[src/rtl/branch_hazard_controller.sv]
// ID-stage branch hazard controller for the 5-stage 16-bit pipeline.
// Detects branch-operand and load-use hazards and stalls PC and IF/ID.
// Flushes IF/ID on taken branches and jumps.
// Keeps saturating counters for branches, flushes and stall cycles.
module branch_hazard_controller #(
  parameter int unsigned REG_AW = 4,
  parameter int unsigned CNT_W  = 16
) (
  input  logic              clk,
  input  logic              reset,
  input  logic              Freeze,
  input  logic              ID_Branch,
  input  logic              ID_Jump,
  input  logic              ID_ReadsRs,
  input  logic              ID_ReadsRt,
  input  logic [REG_AW-1:0] ID_Rs,
  input  logic [REG_AW-1:0] ID_Rt,
  input  logic              EX_RegWrite,
  input  logic              EX_MemRead,
  input  logic [REG_AW-1:0] EX_Rd,
  input  logic              MEM_MemRead,
  input  logic [REG_AW-1:0] MEM_Rd,
  input  logic              CompTaken,
  output logic              PCWrite,
  output logic              IFID_Write,
  output logic              IFID_Flush,
  output logic              IDEX_Bubble,
  output logic [CNT_W-1:0]  BranchCount,
  output logic [CNT_W-1:0]  FlushCount,
  output logic [CNT_W-1:0]  StallCycles
);

  // StStall holds the single remaining cycle of a depth-2 stall.
  typedef enum logic [1:0] {StRun, StStall, StShadow} state_e;

  state_e state_q, state_d;

  logic [CNT_W-1:0] branch_cnt_q, branch_cnt_d;
  logic [CNT_W-1:0] flush_cnt_q, flush_cnt_d;
  logic [CNT_W-1:0] stall_cnt_q, stall_cnt_d;

  logic match_ex, match_mem;
  logic depth2, depth1;
  logic taken;
  logic do_stall, do_resolve, do_flush;

  // Operand match against EX and MEM destinations; register 0 never matches.
  always_comb begin
    match_ex  = (ID_ReadsRs && (EX_Rd == ID_Rs) && (EX_Rd != '0)) ||
                (ID_ReadsRt && (EX_Rd == ID_Rt) && (EX_Rd != '0));
    match_mem = (ID_ReadsRs && (MEM_Rd == ID_Rs) && (MEM_Rd != '0)) ||
                (ID_ReadsRt && (MEM_Rd == ID_Rt) && (MEM_Rd != '0));
    // A jump (even paired with a branch) never stalls.
    depth2 = !ID_Jump && ID_Branch && EX_MemRead && match_ex;
    depth1 = !ID_Jump && ((ID_Branch && EX_RegWrite && !EX_MemRead && match_ex) ||
                          (ID_Branch && MEM_MemRead && match_mem) ||
                          (EX_MemRead && match_ex));
    taken  = (ID_Branch && CompTaken) || ID_Jump;
  end

  // Next-state and pipeline control outputs.
  always_comb begin
    state_d     = state_q;
    PCWrite     = 1'b1;
    IFID_Write  = 1'b1;
    IFID_Flush  = 1'b0;
    IDEX_Bubble = 1'b0;
    do_stall    = 1'b0;
    do_resolve  = 1'b0;
    do_flush    = 1'b0;
    if (reset) begin
      PCWrite     = 1'b0;
      IFID_Write  = 1'b0;
      IFID_Flush  = 1'b1;
      IDEX_Bubble = 1'b1;
      state_d     = StRun;
    end else if (Freeze) begin
      PCWrite    = 1'b0;
      IFID_Write = 1'b0;
    end else begin
      unique case (state_q)
        StRun: begin
          if (depth2 || depth1) begin
            do_stall = 1'b1;
            if (depth2) state_d = StStall;
          end else if (ID_Branch || ID_Jump) begin
            do_resolve = 1'b1;
            if (taken) begin
              do_flush = 1'b1;
              state_d  = StShadow;
            end
          end
        end
        StStall: begin
          do_stall = 1'b1;
          state_d  = StRun;
        end
        StShadow: state_d = StRun;
        default:  state_d = StRun;
      endcase
      if (do_stall) begin
        PCWrite     = 1'b0;
        IFID_Write  = 1'b0;
        IDEX_Bubble = 1'b1;
      end
      // Flush overrides the IF/ID load even though IFID_Write stays high.
      if (do_flush) IFID_Flush = 1'b1;
    end
  end

  // Saturating counter increments.
  always_comb begin
    branch_cnt_d = branch_cnt_q;
    flush_cnt_d  = flush_cnt_q;
    stall_cnt_d  = stall_cnt_q;
    if (do_resolve && (branch_cnt_q != '1)) branch_cnt_d = branch_cnt_q + CNT_W'(1);
    if (do_flush && (flush_cnt_q != '1))    flush_cnt_d  = flush_cnt_q + CNT_W'(1);
    if (do_stall && (stall_cnt_q != '1))    stall_cnt_d  = stall_cnt_q + CNT_W'(1);
  end

  // State and counter registers with synchronous reset.
  always_ff @(posedge clk) begin
    if (reset) begin
      state_q      <= StRun;
      branch_cnt_q <= '0;
      flush_cnt_q  <= '0;
      stall_cnt_q  <= '0;
    end else begin
      state_q      <= state_d;
      branch_cnt_q <= branch_cnt_d;
      flush_cnt_q  <= flush_cnt_d;
      stall_cnt_q  <= stall_cnt_d;
    end
  end

  assign BranchCount = branch_cnt_q;
  assign FlushCount  = flush_cnt_q;
  assign StallCycles = stall_cnt_q;

endmodule

[config.mk]
export PLATFORM = sky130hd
export DESIGN_NAME = branch_hazard_controller
export DESIGN_NICKNAME = d
export VERILOG_FILES = /design/src/rtl/branch_hazard_controller.sv
export SDC_FILE = /design/constraint.sdc
export NUM_CORES = 1
export LEC_CHECK = 0
export CORE_AREA = 2 2 78 80
export CTS_CLUSTER_DIAMETER = 200
export DETAILED_ROUTE_END_ITERATION = 12
export DIE_AREA = 0 0 80 82
export PLACE_DENSITY = 0.83
export SYNTH_ARGS = -nofsm -noshare
export SYNTH_HDL_FRONTEND = slang
export SYNTH_SLANG_ARGS = --single-unit
[constraint.sdc]
create_clock -name clk -period 6.4 [get_ports clk]
set_clock_uncertainty 0.1 [all_clocks]
set_input_delay 1.28 -clock clk [delete_from_list [all_inputs] [get_ports clk]]
set_output_delay 1.28 -clock clk [all_outputs]
set_load 0.01 [all_outputs]
==> Word level (Yosys, flattened, before mapping) <==
Cells that the tools add are included.
{ "op_classes": {"n_eq_ne": 11, "add_sub_neg": 3, "mux": 33, "n_reduce_logical": 35, "bitwise": 1} }
{ "ops": {"columns": ["cell", "n"], "rows": [
  ["$add 16x1->16 const B", 3],
  ["$ne 16x16->1 const B", 3],
  ["$mux 1", 27],
  ["$logic_and 1x1->1", 22],
  ["$eq 4x4->1", 4],
  ["$mux 2", 5],
  ["$ne 3x3->1 const B", 3],
  ["$reduce_bool 4->1", 2],
  ["$logic_or 1x1->1", 7],
  ["$reduce_and 4->1", 1],
  ["$eq 2x1->1 const B", 1],
  ["$logic_not 1->1", 2],
  ["$logic_not 2->1", 1],
  ["$pmux 1 s2", 1],
  ["$not 1->1", 1]
]} }
{ "totals": {"in_bits": 27, "wordCells": 87, "register_bits": 50} }

==> Longest topological paths before layout <==
Gate-level depths: netlist of the first run.
{ "logic_depth": {"word_depth": 16, "depth_mapped": 9, "mapped_depth_nobuf": 8} }

==> Worst setup path before layout of the first run <==
OpenSTA, ideal clock, no wires.
{ "synth_timing": {"path_type": "input to output", "from": "input EX_Rd[0]", "to": "output PCWrite", "setup_slack_ns": 2.403, "path_buffers": 1, "path_stages": 7, "t_arrival_ns": 2.617, "cell_sequence": "nor4_1 nor2_1 and4_1 o21ai_4 and3_1 o21a_1 buf_4"} }
{ "synth_via": {"elab_chain_cells": 16, "elab_cells_between_ends": 22, "classes_between": "eq/ne (2); mux (7); reduce/logical (13)"} }
{ "synth_rtl": {"columns": ["item", "line", "rtl"], "rows": [
  ["from (decl)", "20", "input logic [REG_AW-1:0] EX_Rd,"],
  ["$eq 4x4->1 (on tied branches)", "49, 50", null],
  ["$logic_and 1x1->1 (on tied branches) (2 in series)", "49, 50", null],
  ["$logic_or 1x1->1 (*)", "49", "match_ex = (ID_ReadsRs && (EX_Rd == ID_Rs) && (EX_Rd != '0)) ||"],
  ["$logic_and 1x1->1", "55", "depth1 = !ID_Jump && ((ID_Branch && EX_RegWrite && !EX_MemRead && match_ex) ||"],
  ["$logic_or 1x1->1", "55", null],
  ["$logic_or 1x1->1", "56", "(ID_Branch && MEM_MemRead && match_mem) ||"],
  ["$logic_and 1x1->1", "55", null],
  ["$logic_or 1x1->1 (*)", "83", "if (depth2 || depth1) begin"],
  ["$mux 1 (*)", "83", null],
  ["$pmux 1 s2 (*)", "81", "unique case (state_q)"],
  ["$mux 1 (*)", "77", "end else if (Freeze) begin"],
  ["$mux 1 (*)", "71", "if (reset) begin"],
  ["$mux 1 (*) (3 in series)", null, null],
  ["to (decl)", "24", "output logic PCWrite,"]
]} }
Every way passes the cells marked *; elsewhere a longest branch is shown, timed or not. The select of a mux whose other input is x is not followed.

==> Worst setup path in the final report of the first run <==
{ "layout_timing": {"from": "input MEM_Rd[0]", "to": "output IFID_Write"} }
{ "layout_via": {"elab_chain_cells": 16, "elab_cells_between_ends": 20, "classes_between": "eq/ne (2); mux (7); reduce/logical (11)"} }
{ "layout_rtl": {"columns": ["item", "line", "rtl"], "rows": [
  ["from (decl)", "22", "input logic [REG_AW-1:0] MEM_Rd,"],
  ["$eq 4x4->1 (on tied branches)", "51, 52", null],
  ["$logic_and 1x1->1 (on tied branches) (2 in series)", "51, 52", null],
  ["$logic_or 1x1->1 (*)", "51", "match_mem = (ID_ReadsRs && (MEM_Rd == ID_Rs) && (MEM_Rd != '0)) ||"],
  ["$logic_and 1x1->1 (*)", "56", null],
  ["$logic_or 1x1->1 (*)", "55", null],
  ["$logic_or 1x1->1 (*)", "56", null],
  ["$logic_and 1x1->1 (*)", "55", null],
  ["$logic_or 1x1->1 (*)", "83", null],
  ["$mux 1 (*)", "83", null],
  ["$pmux 1 s2 (*)", "81", null],
  ["$mux 1 (*)", "77", null],
  ["$mux 1 (*)", "71", null],
  ["$mux 1 (*)", "101", "if (do_stall) begin"],
  ["$mux 1 (*)", "77", null],
  ["$mux 1 (*)", "71", null],
  ["to (decl)", "25", "output logic IFID_Write,"]
]} }
Marks and branches as above.

==> results.toml, run 1 <==
[logic_synthesis]
syn_area_mm2 = 0.002859
synth_cells = 348
synth_top_area_share_pct = 35.01
ys_ff_latch = 50
yosys-top-cells-area = "dfxtp_1 (35%), xor2_1 (9.2%), nor2_1 (6.6%)"
syn_nets = 378
synth.avg_cell_area_um2 = 8.215
ys.flop_type = "dfxtp_1"
synth-edff-count = 0
synthTopCellsByCount = "dfxtp_1 (50), nor2_1 (50), xor2_1 (30)"
ys_seq_area_share_pct = 35.01
async_reset_ff_share_pct = 0
yosys_warnings = 0
synth_largest_area_cell = "dfxtp_1"
yosysUniqueCellTypes = 46

[grt]
grt_pass1_vias = 2572
antenna_found_initial = 0
grt_max_degree = 39
grt_pass1_wl_um = 12050
grtUsageTotal_pct = 22.98
grt_remaining_overflow = 0

[setup_path]
slowest_stage = "clkdlybuf4s50_1"
critical_path_depth = 8
cp-end-kind = "primary output"
critPathMaxStageDelay_ns = 0.54
crit_required_ns = 5.02
crit_fanout = 16
worst-setup-path-type = "in -> out"
cp.buffers_inverters = 2
cp_top_family = "simple AND/OR/NAND/NOR gates"
rr_worst_depth = 8
arrival_ns = 3.93
cpMostUsedCell = "clkdlybuf4s50_1"
cp-start-kind = "primary input"
path_cells = "clkdlybuf4s50_1 > nor4_1 > nor3_1 > and4_1 > nor2_2 > and3_1 > o21a_1 > clkdlybuf4s50_1"

[placed_design]
gp_congestion = 0.8984
dp_hpwl_um = 5283
place_area_mm2 = 0.003679
numPortBuffers = 78

[floorplan]
start_util_pct = 49.76
dieHeight_um = 82
dieArea_mm2 = 0.006560
rows = 28
fp.dieW_um = 80
io_pins = 79
core_area_mm2 = 0.005746

[sta]
tns_ns = 0
setup_viol = 0
post-route-period-util_pct = 82.94
period_needed_ns = 5.308
slew_headroom_pct = 49.40
max_freq_mhz = 188.4
slew_violations = 0
tightest_slew_ns = 0.7549
fin_hold_ws_ns = 0.4067
rsz0062_at_grt = "false"
hold_viol_final = 0

[finish]
fillCellCount = 514
fin_nets = 452
drive_above_1_share_pct = 4.728
area_growth_pct = 32.17
seqCellArea_mm2 = 0.001001
fin_area_mm2 = 0.003779
multiInputGateArea_mm2 = 0.001755
diodes = 0

[route]
vias = 2797
drt_iter0_drc = 207
drtAntennaViolNets = 0
routed_wl_um = 7207
vias_per_cell = 5.616
wl_per_cell_um = 14.47
drtPass1Iterations = 4
drc = 0

[clocking]
clk_pin_slew_ns = 0.10
clock-sinks = 50
cts_hold_buf = 0
cts_buffer_depth = 2
cts_setup_buffers = 0
cts_tree = "done"
cts_made_buffers = 5
cts_root_buf = "clkbuf_8"
cts_max_level = 2
worstSkewPairLatency_ns = 0.31
cts_resized = 0

[power]
p_leak_nw = 1.433
pwr_density_cell_mw_per_mm2 = 155.7
ir_worst_vdd_mv = 0.1221

[hold_path]
whs_path_depth = 1
hp-class = "reg -> reg"

[status]
status = "finished clean"

[flow_run]
cap_viol_max_count = 0
cell usage in the layout (no fill, tap or decap), types with 8 or more instances in the layout:
master and n:
clkdlybuf4s50_1 77, dfxtp_1 50, nor2_1 50, xor2_1 30, nand4_1 25, nand3_1 23
nand2_1 14, and3_1 14, nor2b_1 12, a21oi_1 11, inv_1 10, nor3_1 10
mux2_1 10, nand2b_1 8
final timing paths:
kind / slack [ns] / to / startpoint
worst max-delay path: 1.09 / IFID_Write / MEM_Rd[0]
worst min-delay path: 0.41 / StallCycles[2]$_SDFFE_PP0P_ / StallCycles[2]$_SDFFE_PP0P_
worst max register to register: 3.58 / FlushCount[10]$_SDFFE_PP0P_ / FlushCount[0]$_SDFFE_PP0P_
worst min register to register: 0.41 / StallCycles[2]$_SDFFE_PP0P_ / StallCycles[2]$_SDFFE_PP0P_
flip-flops by register name, indices dropped and copies added (netlist names):
signal / cells
StallCycles: 16
BranchCount: 16
FlushCount: 16
state_q: 2
per-stage QoR:
stage / util (%) / setup WS [ns] / std cells / power, mW
finish: 65.77 / 1.092 / 498 / 0.5885
global route: 65.77 / 0.9246 / 498 / 0.6153
detailed placement: 64.02 / 1.085 / 490 / 0.3931
global placement: 64.02 / 1.108 / 490 / 0.3920
CTS: 65.77 / 1.074 / 498 / 0.5931
floorplan: - / 2.403 / 348 / 0.3581
where the power goes:
| part | internal, mW | leakage [nW] | switching [mW] |
|---|---|---|---|
| sequential | 0.313 | 0.403 | 0.00346 |
| clock | 0.0892 | 0.0514 | 0.113 |
| combinational | 0.0338 | 0.978 | 0.0359 |
cell type report:
type,instances,area share (%)
Clock inverter,2,0.4636
Clock buffer,6,2.185
Timing Repair Buffer,80,20.93
Multi-Input combinational cell,275,46.46
Sequential cell,50,26.49
Tap cell,75,2.483
Inverter,10,0.9934
logic make-up after synthesis:
kind of cell | count (synthesis) | synth area share [%]
xor+xnor | 34 | 10.42
flops | 50 | 35.01
simple gates | 187 | 35.14
mux | 16 | 6.040
fa+ha+maj | 3 | 1.313
buf+inv | 23 | 3.589
compound gates | 35 | 8.490
worst register-to-register path: cells and delay by family, from the launching register on:
family          cells  cell delay (ns)
flops               1             0.37
fa+ha+maj           1             0.22
simple gates        5             1.79
compound gates      2             0.28
layer usage:
layer  share of wire, %  GRT usage [%]  vias up
met3                5.7          4.396        8
met2                 49          39.50       85
met4                1.2          6.271        0
met1                 44          29.53     1312
met5                  0              0        -
li1                   -              -     1392
Note: power is estimated with default switching activity, not from simulation.
==> run 2, diff against run 1 <==
--- a/config.mk
+++ b/config.mk
@@ -5,11 +5,11 @@
 export SDC_FILE = /design/constraint.sdc
 export NUM_CORES = 1
 export LEC_CHECK = 0
-export CORE_AREA = 2 2 78 80
+export CORE_AREA = 2 2 84 86
 export CTS_CLUSTER_DIAMETER = 200
 export DETAILED_ROUTE_END_ITERATION = 12
-export DIE_AREA = 0 0 80 82
-export PLACE_DENSITY = 0.83
+export DIE_AREA = 0 0 86 88
+export PLACE_DENSITY = 0.76
 export SYNTH_ARGS = -nofsm -noshare
 export SYNTH_HDL_FRONTEND = slang
 export SYNTH_SLANG_ARGS = --single-unit
==> constraint.sdc (replaced) <==
create_clock -name clk -period 4.55 [get_ports clk]
set_clock_uncertainty 0.1 [all_clocks]
set_input_delay 0.91 -clock clk [delete_from_list [all_inputs] [get_ports clk]]
set_output_delay 0.91 -clock clk [all_outputs]
set_load 0.01 [all_outputs]
==> results.toml, run 2 (same netlist as run 1, synthesis figures left out) <==
[floorplan]
io_pins = 79
core_area_mm2 = 0.006644
start_util_pct = 43.03
rows = 30
dieArea_mm2 = 0.007568
dieHeight_um = 88
fp.dieW_um = 86

[setup_path]
crit_required_ns = 3.54
cp-end-kind = "primary output"
critPathMaxStageDelay_ns = 0.54
cpMostUsedCell = "clkdlybuf4s50_1"
path_cells = "clkdlybuf4s50_1 > nor4_1 > nor3_1 > and4_1 > nor2_2 > and3_1 > o21a_1 > clkdlybuf4s50_1"
worst-setup-path-type = "in -> out"
arrival_ns = 3.23
crit_fanout = 6
slowest_stage = "clkdlybuf4s50_1"
cp-start-kind = "primary input"

[placed_design]
pre_cts_ws_ns = 0.3140
gp_congestion = 0.8901
dp_hpwl_um = 5298
numPortBuffers = 78

[grt]
grt_pass1_vias = 2463
gr-usage-met2_pct = 30.44
antenna_found_initial = 0
groute.layer.met1.usage_pct = 23.54
grt_remaining_overflow = 0
grtUsageTotal_pct = 18.07
grt_pass1_wl_um = 11120
grt_max_degree = 44
top_usage_layer = "met2"
met3_usage_pct = 3.676

[clocking]
cts_setup_buffers = 0
cts_resized = 0
cts_tree = "done"
cts_max_level = 2
worstSkewPairLatency_ns = 0.30
cts_root_buf = "clkbuf_8"
cts_buffer_depth = 2
clock-sinks = 50
cts_made_buffers = 5
clk_pin_slew_ns = 0.09
cts_hold_buf = 0

[route]
drtAntennaViolNets = 0
vias_per_cell = 5.470
routed_wl_um = 6897
vias = 2768
drt_iter0_drc = 77
drtPass1Iterations = 4
drc = 0
wl_per_cell_um = 13.63

[power]
pwr_density_cell_mw_per_mm2 = 222.8
p_leak_nw = 1.449
ir_worst_vdd_mv = 0.1703

[sta]
post-route-period-util_pct = 93.12
setup_viol = 0
rsz0062_at_grt = "false"
max_freq_mhz = 236.0
hold_viol_final = 0
slew_violations = 0
tns_ns = 0
tightest_slew_ns = 0.4926
period_needed_ns = 4.237
setup_ws_ns = 0.3128
slew_headroom_pct = 67.16

[finish]
drive_above_1_share_pct = 4.930
fin_nets = 455
final_cell_mix = "clkdlybuf4s50_1 (77), dfxtp_1 (50), nor2_1 (50)"
area_growth_pct = 33.39
final_common_cell = "clkdlybuf4s50_1"
diodes = 0
fillCellCount = 597

[hold_path]
hp-class = "reg -> reg"

[flow_run]
cap_viol_max_count = 0

[status]
status = "finished clean"
==> run 2: cell count changes in the layout (fill, tap and decap cells not counted), sizes merged <==
| cell | change |
|---|---|
| buf | +3 |
| bufinv | +1 |
| clkbuf | +1 |
| clkinv | -2 |
==> run 2: area by class of cell <==
cell class | count | area, um^2 | share of cell area (%)
Multi-Input combinational cell | 275 | 1755 | 46.03
Sequential cell | 50 | 1001 | 26.25
Tap cell | 80 | 100.1 | 2.625
Clock inverter | 1 | 30.03 | 0.7874
Timing Repair Buffer | 83 | 813.3 | 21.33
Clock buffer | 7 | 76.32 | 2.001
Inverter | 10 | 37.54 | 0.9843
==> run 2: stage by stage <==
step	hold slack [ns]	instance area, um^2	utilization (%)	power (mW)	cells
after CTS	0.4050	3814	57.40	0.8612	506
after floorplan	0.3658	2859	-	0.5037	348
after detailed placement	0.3905	3707	55.80	0.5548	498
after global routing	0.4346	3814	57.40	0.8881	506
final	0.4054	3814	57.40	0.8498	506
after global placement	0.3735	3707	55.80	0.5531	498
==> run 2: worst max-delay path, delay by kind of cell <==
kind,cells,cell delay (ns)
and+or+nand+nor,5,1.12
buffers and inverters,2,1.01
AOI/OAI and AO/OA,1,0.18
==> run 2: path summary, 6_finish.rpt <==
path / depth (start not counted) / slack, ns / from / to
hold / removal: 1 / 0.41 / BranchCount[4]$_SDFFE_PP0P_ / BranchCount[4]$_SDFFE_PP0P_
hold reg to reg: 1 / 0.41 / BranchCount[4]$_SDFFE_PP0P_ / BranchCount[4]$_SDFFE_PP0P_
setup / recovery: 8 / 0.31 / MEM_Rd[0] / IFID_Write
setup reg to reg: 9 / 2.21 / FlushCount[0]$_SDFFE_PP0P_ / FlushCount[10]$_SDFFE_PP0P_
==> run 2: metal layers <==
layer | share of wire (%) | vias to the layer above | wire [um]
met5 | 0 | - | 0
met4 | 0.88 | 0 | 61
met3 | 5.6 | 4 | 386
met2 | 48 | 82 | 3344
met1 | 45 | 1290 | 3105
li1 | - | 1392 | -
==> run 2: power by group <==
group	switching [mW]	internal, mW
logic	0.0502	0.0487
registers	0.00484	0.441
clock network	0.141	0.165
total	0.196	0.654
